File: src/rtl/rect_fill.sv
// Rectangle fill engine: latches a rectangle and colour, clips it to the visible
// area and streams one pixel write per accepted cycle into the pixel RAM.
module rect_fill #(
  parameter int H_PIX = 640,
  parameter int V_PIX = 480
) (
  input  logic        vga_clk,
  input  logic        clrn,
  input  logic        start,
  input  logic [9:0]  x0,
  input  logic [9:0]  x1,
  input  logic [8:0]  y0,
  input  logic [8:0]  y1,
  input  logic [11:0] color,
  input  logic        wr_ready,
  output logic        wrn,
  output logic [8:0]  wr_row,
  output logic [9:0]  wr_col,
  output logic [11:0] wr_data,
  output logic        busy,
  output logic        done
);

  localparam logic [9:0] X_LIM = 10'(H_PIX - 1);
  localparam logic [8:0] Y_LIM = 9'(V_PIX - 1);

  typedef enum logic [1:0] {IDLE, CLIP, FILL} state_t;

  state_t     state;
  logic [9:0] lat_x0, lat_x1;
  logic [8:0] lat_y0, lat_y1;
  logic [9:0] xmin_q, xmax_q;
  logic [8:0] ymax_q;

  logic [9:0] xmin, xmax;
  logic [8:0] ymin, ymax;
  logic       off_screen;
  logic       last_pix;
  logic       accept;

  // Normalise the latched corners and clamp the far edges to the screen.
  always_comb begin
    xmin = (lat_x0 < lat_x1) ? lat_x0 : lat_x1;
    xmax = (lat_x0 < lat_x1) ? lat_x1 : lat_x0;
    ymin = (lat_y0 < lat_y1) ? lat_y0 : lat_y1;
    ymax = (lat_y0 < lat_y1) ? lat_y1 : lat_y0;
    if (xmax > X_LIM) xmax = X_LIM;
    if (ymax > Y_LIM) ymax = Y_LIM;
    off_screen = (xmin > X_LIM) || (ymin > Y_LIM);
  end

  assign accept   = !wrn && wr_ready;
  assign last_pix = (wr_col == xmax_q) && (wr_row == ymax_q);

  always_ff @(posedge vga_clk or negedge clrn) begin
    if (!clrn) begin
      state   <= IDLE;
      wrn     <= 1'b1;
      wr_row  <= '0;
      wr_col  <= '0;
      wr_data <= '0;
      busy    <= 1'b0;
      done    <= 1'b0;
      lat_x0  <= '0;
      lat_x1  <= '0;
      lat_y0  <= '0;
      lat_y1  <= '0;
      xmin_q  <= '0;
      xmax_q  <= '0;
      ymax_q  <= '0;
    end else begin
      done <= 1'b0;
      case (state)
        IDLE: begin
          if (start) begin
            lat_x0  <= x0;
            lat_x1  <= x1;
            lat_y0  <= y0;
            lat_y1  <= y1;
            wr_data <= color;
            busy    <= 1'b1;
            state   <= CLIP;
          end
        end
        CLIP: begin
          xmin_q <= xmin;
          xmax_q <= xmax;
          ymax_q <= ymax;
          if (off_screen) begin
            done  <= 1'b1;
            busy  <= 1'b0;
            state <= IDLE;
          end else begin
            wr_row <= ymin;
            wr_col <= xmin;
            wrn    <= 1'b0;
            state  <= FILL;
          end
        end
        FILL: begin
          // The cursor only moves on an accepted write, so a stall holds everything.
          if (accept) begin
            if (last_pix) begin
              wrn   <= 1'b1;
              done  <= 1'b1;
              busy  <= 1'b0;
              state <= IDLE;
            end else if (wr_col < xmax_q) begin
              wr_col <= wr_col + 10'd1;
            end else begin
              wr_col <= xmin_q;
              wr_row <= wr_row + 9'd1;
            end
          end
        end
        default: state <= IDLE;
      endcase
    end
  end

endmodule

File: config.mk
export PLATFORM = sky130hd
export DESIGN_NAME = rect_fill
export DESIGN_NICKNAME = d
export VERILOG_FILES = /design/src/rtl/rect_fill.sv
export SDC_FILE = /design/constraint.sdc
export NUM_CORES = 1
export LEC_CHECK = 0
export ABC_AREA = 0
export CORE_MARGIN = 1.5
export CORE_UTILIZATION = 60
export CTS_CLUSTER_DIAMETER = 50
export CTS_CLUSTER_SIZE = 8
export DETAILED_ROUTE_END_ITERATION = 8
export DONT_BUFFER_PORTS = 1
export MAX_ROUTING_LAYER = met4
export PLACE_DENSITY = 0.79
export SYNTH_ARGS = -nofsm -noshare
export SYNTH_HDL_FRONTEND = slang
export SYNTH_SLANG_ARGS = --single-unit
File: constraint.sdc
create_clock -name vga_clk -period 6.1 [get_ports vga_clk]
set_input_delay 1.22 -clock vga_clk [delete_from_list [all_inputs] [get_ports vga_clk]]
set_output_delay 1.22 -clock vga_clk [all_outputs]
set_load 0.05 [all_outputs]
* After elaboration in Yosys (flattened, before gate mapping) *
Index checks and enable logic that the tools add are counted.

cells by class
  add/subtract/negate cells = 2
  multiply operators = 0
  div/mod/pow operators = 0
  $lt $le $gt $ge = 7
  equality and inequality tests = 11
  shifts and indexed selects = 0
  muxes and demuxes = 34
  bitwise gates (word level) = 0
  reduce and logical (&&, ||, !) cells = 13

operator list
  kind                                                              count
  10-bit 2-to-1 mux                                                 7
  9-bit 2-to-1 mux                                                  7
  10-bit > comparator (second input constant)                       2
  10-bit less-than comparator                                       2
  10-bit one-hot mux with 2 select lines                            1
  9-bit > comparator (second input constant)                        2
  9-bit one-hot mux with 2 select lines                             1
  2-bit != test (second input constant)                             7
  10-bit by 1-bit adder with 10-bit output (second input constant)  1
  10-bit == test                                                    1
  1-bit 2-to-1 mux                                                  10
  5-bit AND reduction                                               2
  9-bit by 1-bit adder with 9-bit output (second input constant)    1
  9-bit == test                                                     1
  9-bit less-than comparator                                        1
  2-bit 2-to-1 mux                                                  4
  4-bit AND reduction                                               2
  2-bit one-hot mux with 3 select lines                             1
  1-bit one-hot mux with 2 select lines                             2
  1-bit one-hot mux with 3 select lines                             1
  3-bit AND reduction                                               1
  3-bit nonzero test                                                1
  2-bit by 1-bit == test with 1-bit output (second input constant)  1
  2-bit == test (second input constant)                             1
  6 further kinds                                                   7

word-level totals
  register bits after elaboration = 103
  bits in latches = 0
  RAM bits = 0
  memory bits (read-only) = 0
  bits of input ports = 54
  output and inout port bits = 34
  word-level logic and storage cells = 81
  memories kept = 0

* Depth between registers and ports, before layout *
Gate-level depths: netlist of the first run.

  depth in word-level cells = 6
  depth in mapped cells = 11
  gate-level depth less buffers = 9

* Worst setup path before layout of the first run *
Ideal clock, no wire load.

  path kind = register -> register
  start point = register wr_col[4]
  end point = register wr_row[1]
  setup time = 125 ps
  data arrival time = 2751 ps
  required time = 5975 ps
  setup slack = 3224 ps
  stages on the path, launching flop included = 10
  path buffers = 1
  clock period less this slack = 2876 ps
  cell sequence = dfrtp_1 > ha_1 > nand4_1 > or4_4 > nor3_2 > nand2b_1 > o21ai_2 > and2_1 > buf_6 > mux2_4

on the way
  word-level cells in the longest chain between the ends = 4
  elaborated cells on any way between the ends = 6
  classes of those cells = 1 x order compare; 3 x eq/ne; 2 x reduce/logical

RTL lines
  element                                                              line  RTL
  start, declared                                                      18    output logic [9:0] wr_col,
  start signal, assigned                                               95    wr_col <= xmin;
  start signal, assigned                                               109   wr_col <= wr_col + 10'd1;
  start signal, assigned                                               111   wr_col <= xmin_q;
  branches (longest 3 deep; another with 10-bit less-than comparator)  n/a
  5-bit AND reduction (no line) (*)                                    n/a
  end signal, assigned                                                 94    wr_row <= ymin;
  end signal, assigned                                                 112   wr_row <= wr_row + 9'd1;
  end, declared                                                        17    output logic [8:0] wr_row,

Mark *: on every way between the ends.
A chain may end at the register's enable or synchronous reset.

* Worst setup path in the final report of the first run *
  start point = register lat_x0[9]
  end point = register wr_row[1]

on the way
  word-level cells in the longest chain between the ends = 6

RTL lines
  element                            line  RTL
  start, declared                    30    logic [9:0] lat_x0, lat_x1;
  start signal, assigned             64    lat_x0 <= '0;
  start signal, assigned             76    lat_x0 <= x0;
  10-bit less-than comparator        43    xmin = (lat_x0 < lat_x1) ? lat_x0 : lat_x1;
  10-bit 2-to-1 mux (*)              43
  10-bit > comparator (*)            49    off_screen = (xmin > X_LIM) || (ymin > Y_LIM);
  1-bit logical OR (*)               49
  2-bit != test (no line) (*)        n/a
  5-bit AND reduction (no line) (*)  n/a

Mark *: on every way between the ends. The rest lies on a longest branch, timed or not.

==> impl_metrics.tcl, run 1 <==
set metrics [dict create \
    fmax_ghz 0.284 \
    dieArea_sq_um 10200 \
    overflow 0 \
    synthSimpleGateAreaFrac_pct 10.2 \
    place.gp.congestion 0.888 \
    status "finished, final reports clean" \
    dp_hpwl_um 8700 \
    numPortBuffers 0 \
    critPathLaunch "lat_x0[9]" \
    holdBufCountCts 0 \
    rsz0062_at_grt "false" \
    regToRegEndpoint "wr_row[1]" \
    synth-compound-area-share_pct 14.6 \
    cts_buffer_depth 2 \
    antenna_found_initial 1 \
    routed_via_density 5.92 \
    drt-total-wl_um 12000 \
    hold_viol 0 \
    holdPathStages 1 \
    synth-xor-area-share_pct 2.58 \
    slew_headroom_pct 22.8 \
    synth_cell_types 54 \
    hold_start "lat_x1[4]" \
    clock-sinks 103 \
    synth_top_family_by_area "multiplexers" \
    drtIter0Drc 237 \
    r2r_start "lat_x0[9]" \
    grt_max_degree 104 \
    synth.cell_area_sq_um 5780 \
    setup_violations 0 \
    wire_per_inst_um 17.3 \
    rr_worst_depth 8 \
    fp.dieW_um 101 \
    maxCapViolations 0 \
    ys_top_cells_by_area "dfrtp_1 44%, mux2_2 9.9%, ha_1 7.1%" \
    synth_warnings 0 \
    grt_pass1_vias 3991 \
    firstDrtPassIters 5 \
    cts.htree.levels 3 \
    netlist_instances 571 \
    ys.flop_type "dfrtp_1" \
    worstSetupEndpointType "flop" \
    clock-root-buffer "clkbuf_8" \
    cp-start-kind "flop" \
    clk_latency_ps 360 \
    tightest_slew_ps 1150 \
    ys_seq_elements 103 \
    synth_fa_ha_area_share_pct 7.15 \
    cp.arrival_ps 3780 \
    areaGrowthSynthToFinish_pct 5.00 \
    crit_required_ps 6360 \
    num_vias 4114 \
    ios 88 \
    die_h_um 101 \
    drcViolationCount 0 \
    path_clk_slew_ps 100 \
    netlist.area_leader.share_pct 44.2 \
    synth-seq-area-share_pct 44.6 \
    grt_pass1_wl_um 19700 \
    finalCritPeriodShare_pct 57.7 \
    syn_avg_cell_area_sq_um 10.1 \
    core_area_sq_um 9280 \
    synth.mux.area_fraction_pct 16.5 \
    cts_buffers 9 \
    ant_nets 0 \
    nets 647 \
    synth_edf_count 0 \
    synth_nets 658 \
    cts_resized 0 \
    cts_tree "built" \
    async_flop_share_pct 100 \
    cts_setup_buffers 0 \
    layout-drive-gt1-share_pct 14.3 \
    clock_skew_ps 14.8 \
    final.setup.tns_ps 0 \
    r2r_slack_ps 2580 \
    report.final.slew_viol_count 0 \
    hp-class "reg2reg" \
    rows 35 \
    worst-path-max-fanout 12 \
    start_util_pct 62.2 \
    yosysTopAreaCell "dfrtp_1" \
    finalCriticalPeriod_ps 3520 \
    critPathKind "reg2reg" \
    holdPathEnd "lat_x1[4]" \
    grtUsageTotal_pct 25.6 \
]
-- through the flow --
stage                     std cells  area, sq um  setup slack, ps  hold slack [ps]  utilization [%]
after floorplan                 571         5780             3220              479                -
after global placement          678         5860             2840              488             63.1
after detailed placement        678         5860             2680              494             63.1
after CTS                       694         6060             2650              518             65.3
after global routing            695         6070             2380              514             65.3
final                           695         6070             2580              517             65.3
-- layout make-up --
cell class,instances,area (sq um)
antenna,1,2.50
clock buffer,11,141
clock inverter,5,63.8
fill,739,3220
inverter,37,139
multi-input combinational,405,2950
sequential,103,2580
tap,129,161
timing repair buffer,4,30.0
-- logic make-up after synthesis --
group	after synthesis
buf+inv	63
xor+xnor	17
flops	103
fa+ha+maj	33
mux	87
simple gates	129
compound gates	139
-- cells in the mapped netlist, types with 5 or more instances --
| cell | count |
|---|---|
| a21oi_1 | 65 |
| nor2_1 | 40 |
| xnor2_1 | 13 |
| o211ai_1 | 5 |
| nand4_1 | 8 |
| inv_1 | 36 |
| buf_1 | 6 |
| nand2_1 | 47 |
| mux2i_1 | 26 |
| nand3_1 | 13 |
| a31oi_1 | 6 |
| o21ai_0 | 32 |
| dfrtp_1 | 102 |
| ha_1 | 33 |
| clkbuf_1 | 15 |
| mux2_1 | 9 |
| mux2_2 | 51 |
-- critical path, cell delays in order, from the launching register on --
cell and delay (ps):
dfrtp_1 430, ha_1 350, a21oi_1 170, o21ai_0 140, a31oi_1 680, a221oi_1 290
o31ai_4 620, and2_1 410, mux2_4 330
-- routing by layer --
layer  GRT usage (%)  vias up  share of wire, %
li1                -     2006                 -
met1            36.5     1949                47
met2            36.7      145                45
met3            5.13       14               6.7
met4            8.55        0               1.4
met5               -        -                 0
-- state kept, by name, indices dropped and copies added, names as in the netlist --
name and flops:
wr_data 12, lat_x0 10, lat_x1 10, wr_col 10
xmax_q 10, xmin_q 10, lat_y0 9, lat_y1 9
wr_row 9, ymax_q 9, state 2, busy 1
done 1, wrn 1
-- worst max-delay path by stage --
stage                     cells after the start   endpoint  slack (ps)
after floorplan                               9  wr_row[1]        3220
after global placement                        8  wr_row[1]        2840
after detailed placement                      8  wr_row[1]        2680
after CTS                                     8  wr_row[1]        2650
after global routing                          9  wr_row[1]        2380
final                                         8  wr_row[1]        2580
-- cell usage in the layout, fill, tap and decap left out, types with 3 or more instances in the layout --
master and instances:
dfrtp_1 102, a21oi_1 65, mux2_2 51, nand2_1 46
nor2_1 40, inv_1 36, ha_1 33, o21ai_0 32
mux2i_1 26, nand3_1 13, xnor2_1 13, clkbuf_8 10
mux2_1 9, nand4_1 8, a31oi_1 6, o211ai_1 5
nand2b_1 4, a211oi_1 4, nor3_1 4, xor2_1 4
a22o_1 4, buf_4 4, o21a_1 3, o22ai_1 3
Power of run 1 is left out: the tool's default activity adds up to more than one toggle a clock period on the data nets, which glitch-free logic cannot reach.
==> run 2: changes to the inputs <==
--- a/config.mk
+++ b/config.mk
@@ -7,7 +7,7 @@
 export LEC_CHECK = 0
 export ABC_AREA = 0
 export CORE_MARGIN = 1.5
-export CORE_UTILIZATION = 60
+export CORE_UTILIZATION = 58
 export CTS_CLUSTER_DIAMETER = 50
 export CTS_CLUSTER_SIZE = 8
 export DETAILED_ROUTE_END_ITERATION = 8
==> constraint.sdc (replaced) <==
create_clock -name vga_clk -period 2.8 [get_ports vga_clk]
set_input_delay 0.56 -clock vga_clk [delete_from_list [all_inputs] [get_ports vga_clk]]
set_output_delay 0.56 -clock vga_clk [all_outputs]
set_load 0.05 [all_outputs]
==> impl_metrics.tcl, run 2 (same netlist as run 1, synthesis figures left out) <==
set metrics [dict create \
    grtUsageTotal_pct 25.8 \
    cp.arrival_ps 2900 \
    dp_hpwl_um 9270 \
    rsz0062_at_grt "true" \
    crit_required_ps 3050 \
    status "finished with violations" \
    slew_headroom_pct 54.3 \
    overflow 0 \
    routed_via_density 5.96 \
    ant_nets 0 \
    highest_layer "met4" \
    firstDrtPassIters 5 \
    path_clk_slew_ps 100 \
    clock-sinks 103 \
    fin_hold_ws_ps -123 \
    finalCritPeriodShare_pct 94.5 \
    report.final.slew_viol_count 0 \
    wl_met2_um 5600 \
    grt_pass1_vias 4137 \
    cts_setup_buffers 0 \
    met1_length_um 6010 \
    fin_cells 725 \
    tightest_slew_ps 681 \
    finalCriticalPeriod_ps 2650 \
    nets 674 \
    antenna_found_initial 0 \
    fill_cells 765 \
    fp.dieW_um 103 \
    rows 36 \
    top_register "wr_data" \
    ios 88 \
    cts_buffers 9 \
    violations "negative hold slack" \
    path_delay_family "compound AO/OA/AOI/OAI gates" \
    numPortBuffers 0 \
    maxCapViolations 0 \
    drcViolationCount 0 \
    clk_latency_ps 370 \
    met3_length_um 852 \
    dieArea_sq_um 10600 \
    drt-total-wl_um 12700 \
    dp.cells 709 \
    slowest_stage "dfrtp_1" \
    drtIter0Drc 277 \
    r2r_slack_ps 150 \
    layout-drive-gt1-share_pct 20.1 \
    worstSetupEndpointType "flop" \
    final_cell_mix "95 x dfrtp_1, 63 x a21oi_1, 51 x mux2_2" \
    final_common_cell "dfrtp_1" \
    clock-root-buffer "clkbuf_8" \
    clock_skew_ps 17.0 \
    wire_per_inst_um 17.5 \
    hold_viol 102 \
    post-route-util_pct 65.6 \
    die_h_um 103 \
    cts.htree.levels 3 \
    start_util_pct 59.4 \
    areaGrowthSynthToFinish_pct 10.4 \
    grt_max_degree 104 \
    cp-start-kind "flop" \
    largest_register_ffs 12 \
    cts_buffer_depth 2 \
    num_vias 4322 \
    fmax_ghz 0.378 \
    slowest_delay_ps 400 \
    worst-path-max-fanout 10 \
    core_area_sq_um 9730 \
    diodes 0 \
    place.gp.congestion 0.866 \
    critPathKind "reg2reg" \
    path_buf_inv 2 \
    crit_chain "inv_1, ha_1, a21oi_1, o21ai_0, a31oi_1, buf_4, nand2_1, a21oi_1, o21a_1, a31oi_1" \
    cts_tree "built" \
    setup_violations 0 \
    hp-class "in2async" \
    grt_pass1_wl_um 20300 \
]
run 2: metal layers:
metal  track usage (%)  up-vias
li1                  -     2053
met1              36.8     2085
met2              37.6      163
met3              5.08       21
met4              7.69        0
met5                 -        -
run 2: metrics by stage:
| step | hold WS (ps) | cell area [sq um] | TNS, ps | worst slack, ps |
|---|---|---|---|---|
| floorplan | 264 | 5790 | 0 | 15.4 |
| detailed placement | 267 | 6090 | 0 | 36.9 |
| CTS | -136 | 6340 | 0 | 12.7 |
| global placement | 267 | 6090 | 0 | 103 |
| global route | -141 | 6380 | -56.2 | -27.3 |
| finish | -123 | 6380 | 0 | 153 |
run 2: timing repair:
action | in CTS | in global routing
hold endpoints to repair | 102 | 102
endpoints found under the setup margin | 0 | 17
resized for setup | 0 | 9
run 2: final timing paths:
path / startpoint / to / cells past startpoint
max in group asynchronous: clrn / wrn / 0
setup / recovery: lat_x1[7] / xmax_q[0] / 10
min in group vga_clk: y1[0] / lat_y1[0] / 1
hold / removal: clrn / lat_y1[3] / 0
setup reg to reg: lat_x1[7] / xmax_q[0] / 10
hold reg to reg: lat_y1[4] / lat_y1[4] / 1
run 2: layout make-up:
type                            instances  area (sq um)  area share [%]
Sequential cell                       103          2590            40.6
Tap cell                              133           166            2.61
Clock inverter                          3          90.1            1.41
Inverter                               37           139            2.18
Timing Repair Buffer                   31           249            3.90
Multi-Input combinational cell        405          2990            46.8
Clock buffer                           13           159            2.49
Power of run 2 is left out for the same reason.
==> run 3: changes to the inputs <==
--- a/config.mk
+++ b/config.mk
@@ -6,7 +6,6 @@
 export NUM_CORES = 1
 export LEC_CHECK = 0
 export ABC_AREA = 0
-export CORE_MARGIN = 1.5
 export CORE_UTILIZATION = 58
 export CTS_CLUSTER_DIAMETER = 50
 export CTS_CLUSTER_SIZE = 8
@@ -14,6 +13,7 @@
 export DONT_BUFFER_PORTS = 1
 export MAX_ROUTING_LAYER = met4
 export PLACE_DENSITY = 0.79
+export SETUP_SLACK_MARGIN = 0.2
 export SYNTH_ARGS = -nofsm -noshare
 export SYNTH_HDL_FRONTEND = slang
 export SYNTH_SLANG_ARGS = --single-unit
==> impl_metrics.tcl, run 3 (same netlist as run 1, synthesis figures left out) <==
set metrics [dict create \
    wire_per_inst_um 17.8 \
    fp.dieW_um 102 \
    top_register "wr_data" \
    num_vias 4431 \
    routed_via_density 5.94 \
    cts.htree.levels 3 \
    report.final.slew_viol_count 0 \
    worstSetupEndpointType "flop" \
    hold_viol 102 \
    dp.cells 711 \
    slew_headroom_pct 50.3 \
    clock-sinks 103 \
    cts_buffer_depth 2 \
    ios 88 \
    path_clk_slew_ps 100 \
    worst-path-max-fanout 5 \
    place.gp.congestion 0.884 \
    drtIter0Drc 306 \
    drt-total-wl_um 13300 \
    cts_tree "built" \
    cts_buffers 9 \
    maxCapViolations 0 \
    critPathKind "reg2reg" \
    diodes 0 \
    firstDrtPassIters 5 \
    fin_hold_ws_ps -126 \
    final_common_cell "dfrtp_1" \
    hp-class "in2async" \
    crit_required_ps 3050 \
    cp.arrival_ps 2830 \
    final_cell_mix "89 x dfrtp_1, 62 x a21oi_1, 51 x mux2_2" \
    final.setup.tns_ps 0 \
    clk_latency_ps 370 \
    rr_worst_depth 7 \
    finalCritPeriodShare_pct 92.0 \
    setup_violations 0 \
    cp-start-kind "flop" \
    grt_pass1_vias 4170 \
    violations "negative hold slack" \
    clock_skew_ps 10.2 \
    die_h_um 102 \
    ant_nets 0 \
    grtUsageTotal_pct 26.6 \
    areaGrowthSynthToFinish_pct 15.1 \
    numPortBuffers 0 \
    grt_max_degree 104 \
    core_area_sq_um 9730 \
    dp_hpwl_um 9480 \
    clock-root-buffer "clkbuf_8" \
    largest_register_ffs 12 \
    dieArea_sq_um 10400 \
    rows 36 \
    fmax_ghz 0.388 \
    overflow 0 \
    grt_pass1_wl_um 20400 \
    layout-drive-gt1-share_pct 27.7 \
    finalCriticalPeriod_ps 2570 \
    nets 695 \
    status "finished with violations" \
    drcViolationCount 0 \
    fin_cells 746 \
    tightest_slew_ps 739 \
    rsz0062_at_grt "true" \
    start_util_pct 59.4 \
    antenna_found_initial 0 \
]
## run 3: changes by cell type in the layout (fill, tap and decap cells not counted), sizes merged
| cell | delta |
|---|---|
| buf | +20 |
| bufinv | -3 |
| clkinvlp | +2 |
| clkbuf | -1 |
| clkinv | +1 |
| inv | +1 |
| o21ai | +1 |
## run 3: worst max-delay path, cell delays in order (launching register included)
cell	delay, ps
dfrtp_2	440
ha_4	280
nand4_1	150
or4_4	590
nor3_4	200
nor3_1	150
o21ai_4	280
mux2_1	360
## run 3: what timing repair did
item                       4_1_cts  5_1_grt
pin swaps                        0       10
buffers inserted                 0       17
setup endpoints to repair       14       35
gates cloned                     0        2
hold endpoints to repair       102      102
gates resized for setup          1       37
## run 3: path summary, 6_finish.rpt
kind | start | endpoint | slack (ps)
max in group asynchronous | clrn | lat_y0[5] | 2710
worst max register to register | wr_col[4] | wr_col[5] | 230
min in group vga_clk | x0[9] | lat_x0[9] | 330
worst min register to register | lat_y1[4] | lat_y1[4] | 510
worst min-delay path | clrn | ymax_q[1] | -130
worst max-delay path | wr_col[4] | wr_col[5] | 230
## run 3: metrics by stage
stage / hold slack [ps] / instance area, sq um / setup slack, ps / utilization (%)
2_1_floorplan: 264 / 5830 / 174 / -
3_3_place_gp: 268 / 6160 / 263 / 63.3
3_5_place_dp: 268 / 6160 / 189 / 63.3
4_1_cts: -138 / 6340 / 204 / 65.2
5_1_grt: -149 / 6650 / 91.2 / 68.3
6_report: -126 / 6650 / 225 / 68.3
## run 3: routing by layer
metal  vias to the layer above  share of wire, %  track usage [%]  wire length (um)
met4                         0               1.1             6.80               148
met3                        18               7.0             5.38               927
li1                       2093                 -                -                 -
met2                       188                46             38.8              6170
met5                         -                 0                -                 0
met1                      2132                45             38.0              6040
## run 3: final cells by class
class,instances,area (sq um)
sequential,103,2590
fill,721,3080
multi-input combinational,406,3150
clock buffer,12,155
inverter,37,139
clock inverter,4,28.8
timing repair buffer,51,417
tap,133,166
Power of run 3 is left out for the same reason.
